===== config.mk =====
export PLATFORM = sky130hd
export DESIGN_NAME = aer_event_rx_flat
export DESIGN_NICKNAME = d
export VERILOG_FILES = /design/src/rtl/aer_pkg.sv /design/src/rtl/aer_event_rx_if.sv /design/src/rtl/aer_fwft_fifo.sv /design/src/rtl/aer_event_rx.sv /design/src/flat_wrapper.sv
export SDC_FILE = /design/constraint.sdc
export NUM_CORES = 1
export LEC_CHECK = 0
export ABC_AREA = 0
export BUFFER_PORTS_ARGS = -buffer_cell sky130_fd_sc_hd__buf_2
export CAP_MARGIN = 40
export CORE_UTILIZATION = 55
export DETAILED_ROUTE_END_ITERATION = 8
export PLACE_DENSITY = 0.72
export SETUP_SLACK_MARGIN = 0.02
export SYNTH_ARGS = -nofsm -noshare
export SYNTH_HDL_FRONTEND = slang
export SYNTH_SLANG_ARGS = --single-unit

===== constraint.sdc =====
create_clock -name clk -period 17.25 [get_ports clk]
set_clock_uncertainty 0.1 [all_clocks]
set_input_delay 3.45 -clock clk [delete_from_list [all_inputs] [get_ports clk]]
set_output_delay 3.45 -clock clk [all_outputs]
set_load 0.01 [all_outputs]

===== src/rtl/aer_pkg.sv =====
// Shared types and helpers for the AER event receiver.
package aer_pkg;

    typedef enum logic [1:0] {
        IDLE    = 2'd0,
        SETTLE  = 2'd1,
        CAPTURE = 2'd2,
        ACK     = 2'd3
    } aer_state_e;

    localparam logic [15:0] CNT_MAX = 16'hFFFF;

    function automatic int ev_xy_w(input int x_w, input int y_w);
        return x_w + y_w;
    endfunction

    function automatic int ev_w(input int x_w, input int y_w, input int ts_w);
        return x_w + y_w + ts_w;
    endfunction

    function automatic logic [15:0] sat_inc16(input logic [15:0] v);
        return (v == CNT_MAX) ? v : v + 16'd1;
    endfunction

endpackage


===== src/rtl/aer_event_rx_if.sv =====
// Sensor-side AER handshake bundle and consumer-side event stream bundle.
interface aer_sensor_if #(
    parameter int BUS_W = 9
);
    logic [BUS_W-1:0] aer_bus;
    logic             req_n;
    logic             sel;
    logic             ack_n;

    modport master (output aer_bus, output req_n, output sel, input ack_n);
    modport slave  (input aer_bus, input req_n, input sel, output ack_n);
endinterface

interface aer_event_if #(
    parameter int XY_W = aer_pkg::ev_xy_w(9, 8),
    parameter int TS_W = 32
);
    logic            ev_valid;
    logic            ev_ready;
    logic [XY_W-1:0] ev_xy;
    logic [TS_W-1:0] ev_ts;

    modport master (output ev_valid, output ev_xy, output ev_ts, input ev_ready);
    modport slave  (input ev_valid, input ev_xy, input ev_ts, output ev_ready);
endinterface


===== src/rtl/aer_fwft_fifo.sv =====
// First-word-fall-through FIFO, power-of-two depth.
// Latency: a write is visible on rd_dat the cycle after it is accepted.
// Backpressure: writes are refused only when full and not popping in the same cycle.
module aer_fwft_fifo #(
    parameter int W     = 8,
    parameter int DEPTH = 16
) (
    input  logic         clk,
    input  logic         reset,
    input  logic         wr_vld,
    input  logic [W-1:0] wr_dat,
    input  logic         rd_rdy,
    output logic [W-1:0] rd_dat,
    output logic         full,
    output logic         empty
);
    localparam int AW = $clog2(DEPTH);

    logic [W-1:0]  mem_q [DEPTH];
    logic [AW-1:0] wr_ptr_q, wr_ptr_d;
    logic [AW-1:0] rd_ptr_q, rd_ptr_d;
    logic [AW:0]   cnt_q, cnt_d;
    logic          push, pop;

    always_comb begin
        empty    = (cnt_q == '0);
        full     = (cnt_q == (AW+1)'(DEPTH));
        pop      = !empty && rd_rdy;
        push     = wr_vld && (!full || pop);
        rd_dat   = empty ? '0 : mem_q[rd_ptr_q];
        wr_ptr_d = push ? wr_ptr_q + 1'b1 : wr_ptr_q;
        rd_ptr_d = pop  ? rd_ptr_q + 1'b1 : rd_ptr_q;
        cnt_d    = cnt_q + (AW+1)'(push) - (AW+1)'(pop);
    end

    always_ff @(posedge clk) begin
        if (reset) begin
            wr_ptr_q <= '0;
            rd_ptr_q <= '0;
            cnt_q    <= '0;
        end else begin
            wr_ptr_q <= wr_ptr_d;
            rd_ptr_q <= rd_ptr_d;
            cnt_q    <= cnt_d;
        end
    end

    // Storage needs no reset; rd_dat is forced to zero while empty.
    always_ff @(posedge clk) begin
        if (push) mem_q[wr_ptr_q] <= wr_dat;
    end

endmodule


===== src/rtl/aer_event_rx.sv =====
// AER receiver: 4-phase req/ack capture of row/column addresses into timestamped events.
// Latency: ack_n falls SYNC_STAGES+SETTLE_CYC+1 edges after the edge that first samples req_n low.
// Backpressure: the sensor is never stalled; a full FIFO turns column captures into drops.
module aer_event_rx
    import aer_pkg::*;
#(
    parameter int BUS_W        = 9,
    parameter int Y_W          = 8,
    parameter int X_W          = 9,
    parameter int TS_W         = 32,
    parameter int TS_DIV       = 100,
    parameter int SETTLE_CYC   = 40,
    parameter int ACK_HOLD_CYC = 10,
    parameter int SYNC_STAGES  = 2,
    parameter int FIFO_DEPTH   = 16
) (
    input  logic        clk,
    input  logic        reset,
    aer_sensor_if.slave sen,
    aer_event_if.master ev,
    output logic [15:0] drop_cnt,
    output logic [15:0] orphan_cnt
);
    localparam int EV_W    = ev_w(X_W, Y_W, TS_W);
    localparam int PS_W    = $clog2(TS_DIV);
    localparam int DLY_MAX = (SETTLE_CYC > ACK_HOLD_CYC) ? SETTLE_CYC : ACK_HOLD_CYC;
    localparam int DLY_W   = $clog2(DLY_MAX + 1);

    logic [SYNC_STAGES-1:0] req_sync_q, req_sync_d;
    logic [SYNC_STAGES-1:0] sel_sync_q, sel_sync_d;
    logic                   req_s, sel_s;
    logic [PS_W-1:0]        psc_q, psc_d;
    logic [TS_W-1:0]        ts_q, ts_d;
    aer_state_e             state_q, state_d;
    logic [DLY_W-1:0]       dly_q, dly_d;
    logic                   sel_lat_q, sel_lat_d;
    logic                   ack_n_q, ack_n_d;
    logic                   y_valid_q, y_valid_d;
    logic [Y_W-1:0]         y_q, y_d;
    logic [15:0]            drop_q, drop_d;
    logic [15:0]            orphan_q, orphan_d;
    logic                   push, pop, hold_done;
    logic                   fifo_full, fifo_empty;
    logic [EV_W-1:0]        fifo_wr_dat, fifo_rd_dat;

    always_comb begin
        req_sync_d = {req_sync_q[SYNC_STAGES-2:0], sen.req_n};
        sel_sync_d = {sel_sync_q[SYNC_STAGES-2:0], sen.sel};
        req_s      = req_sync_q[SYNC_STAGES-1];
        sel_s      = sel_sync_q[SYNC_STAGES-1];

        if (psc_q == PS_W'(TS_DIV - 1)) begin
            psc_d = '0;
            ts_d  = ts_q + 1'b1;
        end else begin
            psc_d = psc_q + 1'b1;
            ts_d  = ts_q;
        end
    end

    assign pop         = !fifo_empty && ev.ev_ready;
    assign fifo_wr_dat = {sen.aer_bus[X_W-1:0], y_q, ts_q};

    always_comb begin
        state_d   = state_q;
        dly_d     = dly_q;
        sel_lat_d = sel_lat_q;
        ack_n_d   = ack_n_q;
        y_d       = y_q;
        y_valid_d = y_valid_q;
        drop_d    = drop_q;
        orphan_d  = orphan_q;
        push      = 1'b0;
        hold_done = (dly_q >= DLY_W'(ACK_HOLD_CYC - 1));

        case (state_q)
            IDLE: begin
                if (!req_s) begin
                    sel_lat_d = sel_s;
                    dly_d     = '0;
                    state_d   = SETTLE;
                end
            end
            SETTLE: begin
                if (dly_q == DLY_W'(SETTLE_CYC - 1)) begin
                    dly_d   = '0;
                    state_d = CAPTURE;
                end else begin
                    dly_d = dly_q + 1'b1;
                end
            end
            CAPTURE: begin
                // The bus has had SETTLE_CYC cycles to settle; sample it raw.
                if (!sel_lat_q) begin
                    y_d       = sen.aer_bus[Y_W-1:0];
                    y_valid_d = 1'b1;
                end else if (!y_valid_q) begin
                    orphan_d = sat_inc16(orphan_q);
                end else begin
                    push = 1'b1;
                    if (fifo_full && !pop) drop_d = sat_inc16(drop_q);
                end
                ack_n_d = 1'b0;
                dly_d   = '0;
                state_d = ACK;
            end
            ACK: begin
                if (!hold_done) dly_d = dly_q + 1'b1;
                if (hold_done && req_s) begin
                    ack_n_d = 1'b1;
                    state_d = IDLE;
                end
            end
            default: state_d = IDLE;
        endcase
    end

    always_ff @(posedge clk) begin
        if (reset) begin
            req_sync_q <= '1;
            sel_sync_q <= '0;
            psc_q      <= '0;
            ts_q       <= '0;
            state_q    <= IDLE;
            dly_q      <= '0;
            sel_lat_q  <= 1'b0;
            ack_n_q    <= 1'b1;
            y_q        <= '0;
            y_valid_q  <= 1'b0;
            drop_q     <= '0;
            orphan_q   <= '0;
        end else begin
            req_sync_q <= req_sync_d;
            sel_sync_q <= sel_sync_d;
            psc_q      <= psc_d;
            ts_q       <= ts_d;
            state_q    <= state_d;
            dly_q      <= dly_d;
            sel_lat_q  <= sel_lat_d;
            ack_n_q    <= ack_n_d;
            y_q        <= y_d;
            y_valid_q  <= y_valid_d;
            drop_q     <= drop_d;
            orphan_q   <= orphan_d;
        end
    end

    aer_fwft_fifo #(
        .W     (EV_W),
        .DEPTH (FIFO_DEPTH)
    ) u_fifo (
        .clk    (clk),
        .reset  (reset),
        .wr_vld (push),
        .wr_dat (fifo_wr_dat),
        .rd_rdy (ev.ev_ready),
        .rd_dat (fifo_rd_dat),
        .full   (fifo_full),
        .empty  (fifo_empty)
    );

    assign sen.ack_n   = ack_n_q;
    assign ev.ev_valid = !fifo_empty;
    assign ev.ev_xy    = fifo_rd_dat[EV_W-1:TS_W];
    assign ev.ev_ts    = fifo_rd_dat[TS_W-1:0];
    assign drop_cnt    = drop_q;
    assign orphan_cnt  = orphan_q;

endmodule


===== src/flat_wrapper.sv =====
// flat-port wrapper written by rule: the top's interface ports become plain ports
module aer_event_rx_flat import aer_pkg::*;
#(
    parameter int BUS_W        = 9,
    parameter int Y_W          = 8,
    parameter int X_W          = 9,
    parameter int TS_W         = 32,
    parameter int TS_DIV       = 100,
    parameter int SETTLE_CYC   = 40,
    parameter int ACK_HOLD_CYC = 10,
    parameter int SYNC_STAGES  = 2,
    parameter int FIFO_DEPTH   = 16
)
  (clk, reset, drop_cnt, orphan_cnt, sen_aer_bus, sen_req_n, sen_sel, sen_ack_n, ev_ev_valid, ev_ev_xy, ev_ev_ts, ev_ev_ready);
  aer_sensor_if #(.BUS_W(BUS_W)) sen_i ();
  aer_event_if #(.XY_W(X_W + Y_W), .TS_W(TS_W)) ev_i ();
  input  logic clk;
  input  logic reset;
  output logic [15:0] drop_cnt;
  output logic [15:0] orphan_cnt;
  input wire logic [$bits(sen_i.aer_bus)-1:0] sen_aer_bus;
  input wire logic [$bits(sen_i.req_n)-1:0] sen_req_n;
  input wire logic [$bits(sen_i.sel)-1:0] sen_sel;
  output wire logic [$bits(sen_i.ack_n)-1:0] sen_ack_n;
  output wire logic [$bits(ev_i.ev_valid)-1:0] ev_ev_valid;
  output wire logic [$bits(ev_i.ev_xy)-1:0] ev_ev_xy;
  output wire logic [$bits(ev_i.ev_ts)-1:0] ev_ev_ts;
  input wire logic [$bits(ev_i.ev_ready)-1:0] ev_ev_ready;
  assign sen_i.aer_bus = sen_aer_bus;
  assign sen_i.req_n = sen_req_n;
  assign sen_i.sel = sen_sel;
  assign sen_ack_n = sen_i.ack_n;
  assign ev_ev_valid = ev_i.ev_valid;
  assign ev_ev_xy = ev_i.ev_xy;
  assign ev_ev_ts = ev_i.ev_ts;
  assign ev_i.ev_ready = ev_ev_ready;
  aer_event_rx #(.BUS_W(BUS_W), .Y_W(Y_W), .X_W(X_W), .TS_W(TS_W), .TS_DIV(TS_DIV), .SETTLE_CYC(SETTLE_CYC), .ACK_HOLD_CYC(ACK_HOLD_CYC), .SYNC_STAGES(SYNC_STAGES), .FIFO_DEPTH(FIFO_DEPTH)) u_core (.clk(clk), .reset(reset), .sen(sen_i), .ev(ev_i), .drop_cnt(drop_cnt), .orphan_cnt(orphan_cnt));
endmodule

Word-level counts from Yosys, hierarchy flattened:

Memories as Yosys holds them, arrays and structs flattened. A register that Yosys moved wholly into a read port is not among the register bits.
Cells that the tools add are included.

* memories kept: 1
* RAM bits: 784
* input bits: 14
* bits in registers: 107

* eq/ne operators: 12
* add/sub/neg operators: 9
* $lt $le $gt $ge: 1
* bitwise logic cells: 5
* reductions and logical operators: 19
* mux-type cells: 18

Memories
* u_core.u_fifo.mem_q: depth 16, width 49, rd ports 1, clocked after Yosys merged registers in 1, wr ports 1, RTL line aer_fwft_fifo.sv:19 `logic [W-1:0] mem_q [DEPTH];`

Operators by type and width (number)
* 2-to-1 mux 49 bit: 1
* adder 16 x 1 -> 16 bit, second input constant: 2
* adder 32 x 1 -> 32 bit, second input constant: 1
* == test 16 bit, second input constant: 2
* one-hot mux 6 bit (4 select lines): 1
* 2-to-1 mux 6 bit: 3
* adder 4 x 1 -> 4 bit, second input constant: 2
* 2-to-1 mux 4 bit: 2
* one-hot mux 2 bit (4 select lines): 1
* AND reduction 2 bit: 4
* adder 7 x 1 -> 7 bit, second input constant: 1
* == test 7 bit, second input constant: 1
* adder 6 x 1 -> 6 bit, second input constant: 1
* == test 6 bit, second input constant: 1
* greater-or-equal comparator 6 x 4 -> 1 bit, second input constant: 1
* 2-to-1 mux 1 bit: 6
* 2-to-1 mux 2 bit: 3
* adder 5 x 1 -> 5 bit: 1
* == test 5 bit, second input constant: 1
* logical NOT 5 bit: 1
* NOT 1 bit: 5
* AND reduction 5 bit: 1
* subtractor 5 x 1 -> 5 bit: 1
* == test 2 bit, second input constant: 2
* other kinds (12): 19

Depth between registers and ports, before layout:

Gate-level depths: netlist of run 1.

* depth in word-level cells: 7
* depth in mapped cells: 15
* gate-level depth less buffers: 14

Modules after synthesis:

A second synthesis of run 1 with hierarchy kept.

* cells, all modules: 1906
* area total of the unflattened synthesis: 35504.1 µm²

By module, submodules not included
* aer_fwft_fifo: instances 1, area an instance 30800.8 µm², cells an instance 1353
* aer_event_rx: instances 1, area an instance 4703.3 µm², cells an instance 553

Worst setup path before layout of run 1:

Ideal clock, no wire load.

* kind: input-to-reg
* from: input ev_ev_ready
* to: memory u_core.u_fifo.mem_q[0][0] (netlist name) (enable)
* setup time: 0.516 ns
* arrival: 7.271 ns
* stages on the path: 4
* data required time: 16.634 ns
* path buffers: 0
* path slack: 9.363 ns
* path through: nand2b_1 > o21a_1 > nand2_1 > nor3_1

* word-level cells in the longest chain between the ends: 5

RTL lines
* from (decl): RTL line flat_wrapper.sv:28 `input wire logic [$bits(ev_i.ev_ready)-1:0] ev_ev_ready;`
* logical AND 1 bit: RTL line aer_fwft_fifo.sv:28 `pop = !empty && rd_rdy;`
* logical OR 1 bit: RTL line aer_fwft_fifo.sv:29 `push = wr_vld && (!full || pop);`
* logical AND 1 bit: RTL line aer_fwft_fifo.sv:29
* 2-to-1 mux 1 bit: RTL line aer_fwft_fifo.sv:50 `if (push) mem_q[wr_ptr_q] <= wr_dat;`
* 2-to-1 mux 1 bit (implied by the code): RTL line aer_fwft_fifo.sv:50
* to (decl): RTL line aer_fwft_fifo.sv:19

Every way passes these cells.

==> results of run 1 <==
[where the power goes]
group | leakage, nW | switching [W] | internal, W | total [W]
Combinational | 3.09 | 0.000420 | 0.000420 | 0.000840
Clock | 1.56 | 0.000810 | 0.00128 | 0.00209
Sequential | 8.23 | 0.0000477 | 0.00235 | 0.00240
Total | 12.9 | 0.00128 | 0.00405 | 0.00533
[worst min-delay path by stage]
stage,from,end,slack (ns)
after floorplan,u_core.req_sync_q[0],u_core.req_sync_q[1],0.29
after global placement,u_core.req_sync_q[0],u_core.req_sync_q[1],0.30
after detailed placement,u_core.req_sync_q[0],u_core.req_sync_q[1],0.31
after CTS,u_core.req_sync_q[0],u_core.req_sync_q[1],0.32
after global routing,u_core.req_sync_q[0],u_core.req_sync_q[1],0.34
final,u_core.req_sync_q[0],u_core.req_sync_q[1],0.32
[synthesized netlist by cell type (all sizes together) (3+ instances only)]
cell type and instances:
nand2 47, a21oi 49, mux2i 103, and2 4, xor2 13, and4 10
and3 8, nor2b 21, nor3 9, or3 18, or4 17, or2 11
clkbuf 45, xnor2 8, o2111ai 3, inv 30, o211ai 4, edfxtp 784
mux2 13, dfxtp 111, nand2b 6, mux4 196, o41ai 10, o22ai 49
buf 51, nand4 19, o311ai 10, o21ai 26, nand3 30, ha 23
nor4 13, o31ai 17, nor2 59
[worst max-delay path, delay by kind of cell, from the launching register on]
family,cells,cell delay [ns]
DFF,1,0.56
buffers and inverters,6,1.76
AOI/OAI and AO/OA,1,0.41
muxes,2,0.35
[stage by stage]
| step | std cells | hold slack (ns) | utilization (%) |
|---|---|---|---|
| finish | 2895 | 0.3160 | 63.75 |
| global route | 2895 | 0.3417 | 63.75 |
| CTS | 2895 | 0.3219 | 63.75 |
| detailed placement | 2732 | 0.3064 | 58.68 |
| global placement | 2713 | 0.2988 | 57.97 |
| floorplan | 1838 | 0.2895 | - |
[cell type report]
type	count	area share, %
sequential	895	64.10
multi-input combinational	817	22.16
clock buffer	106	5.930
timing repair buffer	144	2.878
tap	846	2.632
clock inverter	57	2.026
inverter	30	0.2800
[cell families (layout without fill, tap and decap cells)]
group           Yosys count  count (layout)  synth area share [%]
fa+ha+maj                24              24                0.8767
xor+xnor                 21              21                0.5239
simple gates            286             286                 4.622
flops                   895             895                 73.39
buf+inv                 126             337                 1.561
compound gates          174             174                 3.101
mux                     312             312                 15.93
[per-layer routing]
metal / vias to the layer above / part of all wire, % / track usage (%)
met4: 0 / 2.0 / 7.305
met1: 9325 / 41 / 32.23
met5: - / 0 / 0
li1: 7838 / - / -
met2: 673 / 50 / 40.08
met3: 104 / 6.5 / 3.684
[registers in the layout (all words and copies together) (netlist names), named ones only]
signal / flops
u_core.sel_lat_q: 1
u_core.sen.ack_n: 1
u_core.ts_q: 32
u_core.orphan_cnt: 16
u_core.u_fifo.wr_ptr_q: 4
u_core.dly_q: 6
u_core.req_sync_q: 2
u_core.psc_q: 7
u_core.u_fifo.cnt_q: 5
u_core.y_q: 8
u_core.drop_cnt: 16
u_core.sel_sync_q: 2
u_core.u_fifo.mem_q: 784
u_core.u_fifo.rd_ptr_q: 4
u_core.y_valid_q: 1
u_core.state_q: 2
==> flow_summary.ini, run 1 <==
[status]
status = completed

[logic_synthesis]
ys_types = 56
netlist.top_cell.by_area = edfxtp_1
synth_top_area_share_pct = 67.06
syn_inst = 1838
syn_area_um2 = 35110
synth_edf_count = 784
synth_seq_area_share_pct = 73.39
syn_nets = 1876
ys_ff_latch = 895
synthTopCellsByArea = edfxtp_1, mux4_2, dfxtp_1, mux2i_1, o22ai_1
synth_top_flop_cell = edfxtp_1
ys_warn_count = 0
async_flop_share_pct = 0
synth.avg_cell_area_um2 = 19.10

[floorplan]
initial_utilization_pct = 55.65
ios = 97
num_rows = 92
coreArea_um2 = 63080
dieHeight_um = 254.7
dieArea_um2 = 64850
die_x_um = 254.7

[critical_path]
worst_setup_path_start_kind = flop
r2r_end = u_core.u_fifo.mem_q[6][47]
path_class = flop to output pin
required_ns = 13.70
crit_chain = buf_16 > buf_4 > buf_16 > buf_4 > buf_16 > mux4_2 > mux2i_1 > o22ai_1 > buf_2
rr_worst_depth = 7
slowest_stage = dfxtp_4
slowest_delay_ns = 0.56
arrival_ns = 3.82
r2r-start = u_core.state_q[0]
crit_end = ev_ev_ts[17]
crit_top_cell = buf_16
worstPathMaxFanout = 63
r2r_slack_ns = 13.80
endpoint_kind = output pin

[clocking]
numCtsBuffers = 90
clk-insertion-delay-late_ns = 0.65
post_cts_resized = 0
clockBufferDepth = 3
post-cts-setup-buffers = 0
h-tree-depth = 3
clkTransAtPathRegs_ns = 0.06
cts-root-buf = clkbuf_16
hold_buffers = 0
cts_tree = yes
cts_sinks = 895

[cells_and_area]
area_delta_synth_final_pct = 14.54
drive_gt1_share_pct = 26.21
n_fill_cell = 4276
layout_common_cells = edfxtp_1, mux4_2, dfxtp_1, mux2i_1, buf_2
nNetsFinal = 2016
finish.instance_area_um2 = 40210
final_common_cell = edfxtp_1
seqCellArea_um2 = 25780
antenna_cells = 0
multiInputGateArea_um2 = 8910

[placement]
place_congestion = 0.7773
dpl_cell_area_um2 = 37010
hpwl_um = 39240
io_buffers = 96
pre_cts_ws_ns = 10.53

[sta]
max_freq_ghz = 0.1357
layout_setup_ws_ns = 9.881
setup_viol_count_final = 0
rsz0062_at_grt = no
fin_crit_sh_pct = 42.72
fin_setup_tns_ns = 0
post-route-min-period_ns = 7.369
worst_pin_slew_ns = 0.9478
slew_headroom_pct = 36.81
hold_violations = 0
drv_slew = 0

[global_routing]
grt_overflow_total = 0
grt_pass1_wl_um = 112400
grt_max_degree = 113
antenna_found_initial = 0
first_global_vias = 18240
grtUsageTotal_pct = 23.79

[routing]
num_vias = 17940
via_per_inst = 6.197
wirelength_um = 75190
drc = 0
routedWlPerCell_um = 25.97
antenna_left = 0
drt_iter0_drc = 1858
dr.pass1.iters = 7

[pwr]
leakagePower_nw = 12.88
vdd_drop_max_mv = 0.1112
p_per_area_nw_per_um2 = 132.5
power_w = 0.005327

[min_path]
holdPathStages = 1
hold_class = flop to flop

[flow_run]
drv_cap = 0
(Power assumes the default switching activity.)
==> inputs of run 2 (changes only) <==
- clock period: 17.25 -> 7.3 ns (I/O delays scaled with it)
==> run 2 against run 1 <==
First-iteration DRC count down 10%; total power up 130%; final cell count unchanged; global-route usage down 0.48 points.
==> flow_summary.ini, run 2 (synthesized netlist as in run 1, its figures left out) <==
[sta]
max_freq_ghz = 0.2023
rsz0062_at_grt = no
drv_slew = 0
hold_violations = 0
worst_pin_slew_ns = 0.9100
holdWs_ns = 0.3080
fin_setup_tns_ns = 0
setup_viol_count_final = 0
slew_headroom_pct = 39.06
post-route-min-period_ns = 4.944
fin_crit_sh_pct = 67.73

[clocking]
post-cts-setup-buffers = 0
clk-insertion-delay-late_ns = 0.64
cts_sinks = 895
cts_tree = yes
post_cts_resized = 0
clockBufferDepth = 3
h-tree-depth = 3
cts-root-buf = clkbuf_16
clkTransAtPathRegs_ns = 0.06
numCtsBuffers = 88
hold_buffers = 0

[placement]
place_congestion = 0.7781
hpwl_um = 40220
dpl_cell_area_um2 = 36970
dp_cells = 2731
io_buffers = 96

[floorplan]
dieHeight_um = 254.7
ios = 97
die_x_um = 254.7
dieArea_um2 = 64850
initial_utilization_pct = 55.65
coreArea_um2 = 63080
num_rows = 92

[critical_path]
required_ns = 5.74
worst_setup_path_start_kind = flop
worstPathMaxFanout = 32
arrival_ns = 3.38
path_class = flop to output pin
endpoint_kind = output pin

[cells_and_area]
top_regs = u_core.u_fifo.mem_q x784, u_core.ts_q x32
antenna_cells = 0
area_delta_synth_final_pct = 13.70
largest_register_ffs = 784
drive_gt1_share_pct = 26.21
regMostFlops = u_core.u_fifo.mem_q
layout_common_cells = edfxtp_1, mux4_2, dfxtp_1, mux2i_1, buf_2
nNetsFinal = 2013
final_cell_count_no_fill = 2895
final_common_cell = edfxtp_1
finish.instance_area_um2 = 39920

[global_routing]
antenna_found_initial = 0
grt_max_degree = 71
grtUsageTotal_pct = 23.31
first_global_vias = 18090
grt_pass1_wl_um = 110700
grt_overflow_total = 0

[pwr]
power_frac_seq_pct = 46.4
leakagePower_nw = 12.80
p_sw_share_pct = 24.45
p_clk_share_pct = 37.3
p_comb_share_pct = 16.4
internal_power_w = 0.009181
vdd_drop_max_mv = 0.1797
p_per_area_nw_per_um2 = 304.5
p_sw_w = 0.002971

[routing]
drc = 0
dr.pass1.iters = 7
wirelength_um = 73940
antenna_left = 0
num_vias = 18030
drt_iter0_drc = 1668
routedWlPerCell_um = 25.54
via_per_inst = 6.227

[status]
status = completed

[min_path]
hold_class = flop to flop

[flow_run]
drv_cap = 0
==> run 2: changes by cell type in the layout (fill, tap and decap cells not counted), sizes merged <==
cell	delta
clkinv	-1
inv	-4
clkbuf	+16
bufinv	-12
clkinvlp	+2
buf	-1
==> run 2: final timing paths <==
kind	slack [ns]	startpoint	depth (start not counted)	to
setup / recovery	2.36	u_core.u_fifo.cnt_q[3]	7	ev_ev_ts[18]
hold / removal	0.31	u_core.req_sync_q[0]	1	u_core.req_sync_q[1]
setup reg to reg	3.97	u_core.state_q[0]	6	u_core.u_fifo.mem_q[7][34]
hold reg to reg	0.31	u_core.req_sync_q[0]	1	u_core.req_sync_q[1]
==> run 2: through the flow <==
stage	util, %	power [W]	worst slack [ns]
floorplan	-	0.007200	1.403
detailed placement	58.61	0.007760	3.010
finish	63.28	0.01215	2.356
global placement	58.05	0.007707	2.847
global route	63.28	0.01259	2.217
CTS	63.28	0.01226	2.324
==> run 2: routing by layer <==
| metal | wire, um | share of wire [%] | track usage, % |
|---|---|---|---|
| met4 | 1564 | 2.1 | 7.151 |
| met3 | 5156 | 7.0 | 3.980 |
| met2 | 37020 | 50 | 38.52 |
| met5 | 0 | 0 | 0 |
| met1 | 30190 | 41 | 32.01 |
==> run 2: power by group through the flow <==
stage / registers, W / clock network (W) / logic [W]
2_1_floorplan: 0.00569 / 0 / 0.00151
3_3_place_gp: 0.00582 / 0 / 0.00189
3_5_place_dp: 0.00574 / 0 / 0.00202
4_1_cts: 0.00563 / 0.00460 / 0.00203
5_1_grt: 0.00564 / 0.00479 / 0.00216
6_report: 0.00563 / 0.00453 / 0.00199
==> run 2: cell type report <==
type                            instances  area (um2)
Inverter                               30       112.6
Clock buffer                          122        2491
Multi-Input combinational cell        817        8910
Clock inverter                         42       454.2
Fill cell                            4295       23160
Sequential cell                       895       25780
Timing Repair Buffer                  143        1114
Tap cell                              846        1059
==> run 2: critical path, cell delays in order (launching register included) <==
cell	delay, ns
dfxtp_1	0.32
inv_1	0.07
ha_1	0.16
or4b_1	0.60
nand2b_2	0.52
buf_4	0.58
o22ai_1	0.27
buf_2	0.21
==> inputs of run 3 (changes only) <==
- PLACE_DENSITY: 0.72 -> 0.74
- clock period: 7.3 -> 4.4 ns (I/O delays scaled with it)
==> run 3 against run 2 <==
Register-to-register slack lost 2.6 ns; final cell count is essentially flat; count of clock-buffer cells in the layout fell by 7; cell area shrank 0.27%; sequential cell count unchanged; critical endpoint is now ev_ev_ts[16]; first-iteration DRC count about the same.
==> flow_summary.ini, run 3 (synthesized netlist as in run 1, its figures left out) <==
[status]
status = completed

[clocking]
clk-insertion-delay-late_ns = 0.65
clkTransAtPathRegs_ns = 0.06
hold_buffers = 0
post_cts_resized = 0
h-tree-depth = 3
cts_tree = yes
clockBufferDepth = 3
cts-root-buf = clkbuf_16
numCtsBuffers = 88
cts_sinks = 895
post-cts-setup-buffers = 0

[pwr]
vdd_drop_max_mv = 0.3033
p_per_area_nw_per_um2 = 502.8
leakagePower_nw = 12.62

[cells_and_area]
multiInputGateArea_um2 = 8935
largest_register_ffs = 784
layout_common_cells = edfxtp_1, mux4_2, dfxtp_1, mux2i_1, buf_2
nNetsFinal = 2013
antenna_cells = 0
final_common_cell = edfxtp_1
top_regs = u_core.u_fifo.mem_q x784, u_core.ts_q x32
regMostFlops = u_core.u_fifo.mem_q
drive_gt1_share_pct = 25.83
seqCellArea_um2 = 25780
area_delta_synth_final_pct = 13.39
n_fill_cell = 4299
finish.instance_area_um2 = 39810
final_core_util_pct = 63.11

[min_path]
hold_class = flop to flop
holdPathStages = 1
hp-start = u_core.req_sync_q[0]
hold_path_end = u_core.req_sync_q[1]

[critical_path]
rr_worst_depth = 14
slowest_stage = or4b_1
slowest_delay_ns = 0.60
r2r_end = u_core.u_fifo.cnt_q[4]
endpoint_kind = output pin
r2r-start = u_core.u_fifo.cnt_q[3]
required_ns = 3.42
crit_chain = inv_1 > ha_1 > or4b_1 > nand2_2 > buf_4 > o22ai_1 > buf_2
r2r_slack_ns = 1.37
worst_setup_path_start_kind = flop
arrival_ns = 3.18
worstPathMaxFanout = 19
path_class = flop to output pin

[floorplan]
dieHeight_um = 254.7
initial_utilization_pct = 55.65
ios = 97
dieArea_um2 = 64850
num_rows = 92
die_x_um = 254.7
coreArea_um2 = 63080

[routing]
wirelength_um = 74800
via_per_inst = 6.275
antenna_left = 0
drc = 0
routedWlPerCell_um = 25.85
num_vias = 18160
drt_iter0_drc = 1667
dr.pass1.iters = 5

[global_routing]
antenna_found_initial = 2
grt_max_degree = 61
first_global_vias = 18400
grt_pass1_wl_um = 113100
grt_overflow_total = 0
grtUsageTotal_pct = 23.69

[sta]
rsz0062_at_grt = no
drv_slew = 0
setup_viol_count_final = 0
fin_crit_sh_pct = 94.61
worst_pin_slew_ns = 0.9095
fin_setup_tns_ns = 0
max_freq_ghz = 0.2402
post-route-min-period_ns = 4.163
slew_headroom_pct = 39.37
hold_violations = 0

[placement]
dpl_cell_area_um2 = 37010
place_congestion = 0.7545
io_buffers = 96
hpwl_um = 39720

[flow_run]
drv_cap = 0
run 3: changes by cell type in the layout (fill, tap and decap cells not counted), moves of 2 or more:
cell / delta
buf_12: +15
buf_16: -8
buf_4: -6
bufinv_16: -2
clkbuf_16: +2
clkbuf_2: +2
clkbuf_8: -11
clkinv_1: +7
clkinv_2: +2
clkinv_8: -3
clkinvlp_4: -2
inv_6: +2
nor3_2: -4
nor3_4: +4
run 3: metrics by stage:
stage | worst slack (ns) | total power, W | instances | hold slack (ns)
2_1_floorplan | 0.3960 | 0.01194 | 1838 | 0.2895
3_3_place_gp | 0.9990 | 0.01291 | 2727 | 0.2935
6_report | 0.2372 | 0.02002 | 2894 | 0.3070
5_1_grt | 0.1346 | 0.02069 | 2894 | 0.3129
4_1_cts | 0.2101 | 0.02015 | 2893 | 0.2857
3_5_place_dp | 0.9302 | 0.01297 | 2730 | 0.2934
run 3: cell type report:
| type | instances | share of cell area [%] |
|---|---|---|
| flip-flops and latches | 895 | 64.75 |
| multi-input cells | 817 | 22.44 |
| clock buffers | 115 | 6.028 |
| repair buffers | 143 | 2.857 |
| well taps | 846 | 2.659 |
| clock inverters | 48 | 0.9806 |
| inverters | 30 | 0.2829 |
run 3: worst max path at each step:
stage                                 startpoint                          to  slack [ns]  depth (start not counted)
after global routing      u_core.u_fifo.cnt_q[2]                ev_ev_ts[16]        0.13                          7
after global placement                      flop                ev_ev_ts[19]         1.0                          6
final                     u_core.u_fifo.cnt_q[3]                ev_ev_ts[16]        0.24                          7
after floorplan                      ev_ev_ready  u_core.u_fifo.mem_q[12][0]        0.40                          4
after CTS                 u_core.u_fifo.cnt_q[2]                ev_ev_ts[16]        0.21                          7
after detailed placement  u_core.u_fifo.cnt_q[2]                ev_ev_ts[16]        0.93                          7
run 3: layer usage:
| layer | vias up | global-route usage, % | wire length, um |
|---|---|---|---|
| met5 | - | 0 | 10 |
| met2 | 727 | 39.24 | 37550 |
| li1 | 7815 | - | - |
| met4 | 2 | 7.032 | 1439 |
| met1 | 9508 | 32.79 | 30340 |
| met3 | 107 | 3.705 | 5461 |
run 3: power breakdown:
group	internal, W	switching [W]
combinational	0.00168	0.00168
sequential	0.00922	0.000172
clock	0.00415	0.00311
total	0.0151	0.00496
run 3: critical path: cells and delay by family, from the launching register on:
kind | cells | cell delay, ns
AND/OR/NAND/NOR | 2 | 1.12
adder cells (fa/ha/maj) | 1 | 0.16
AO/OA/AOI/OAI | 1 | 0.25
buffers and inverters | 3 | 0.68
flip-flops | 1 | 0.32
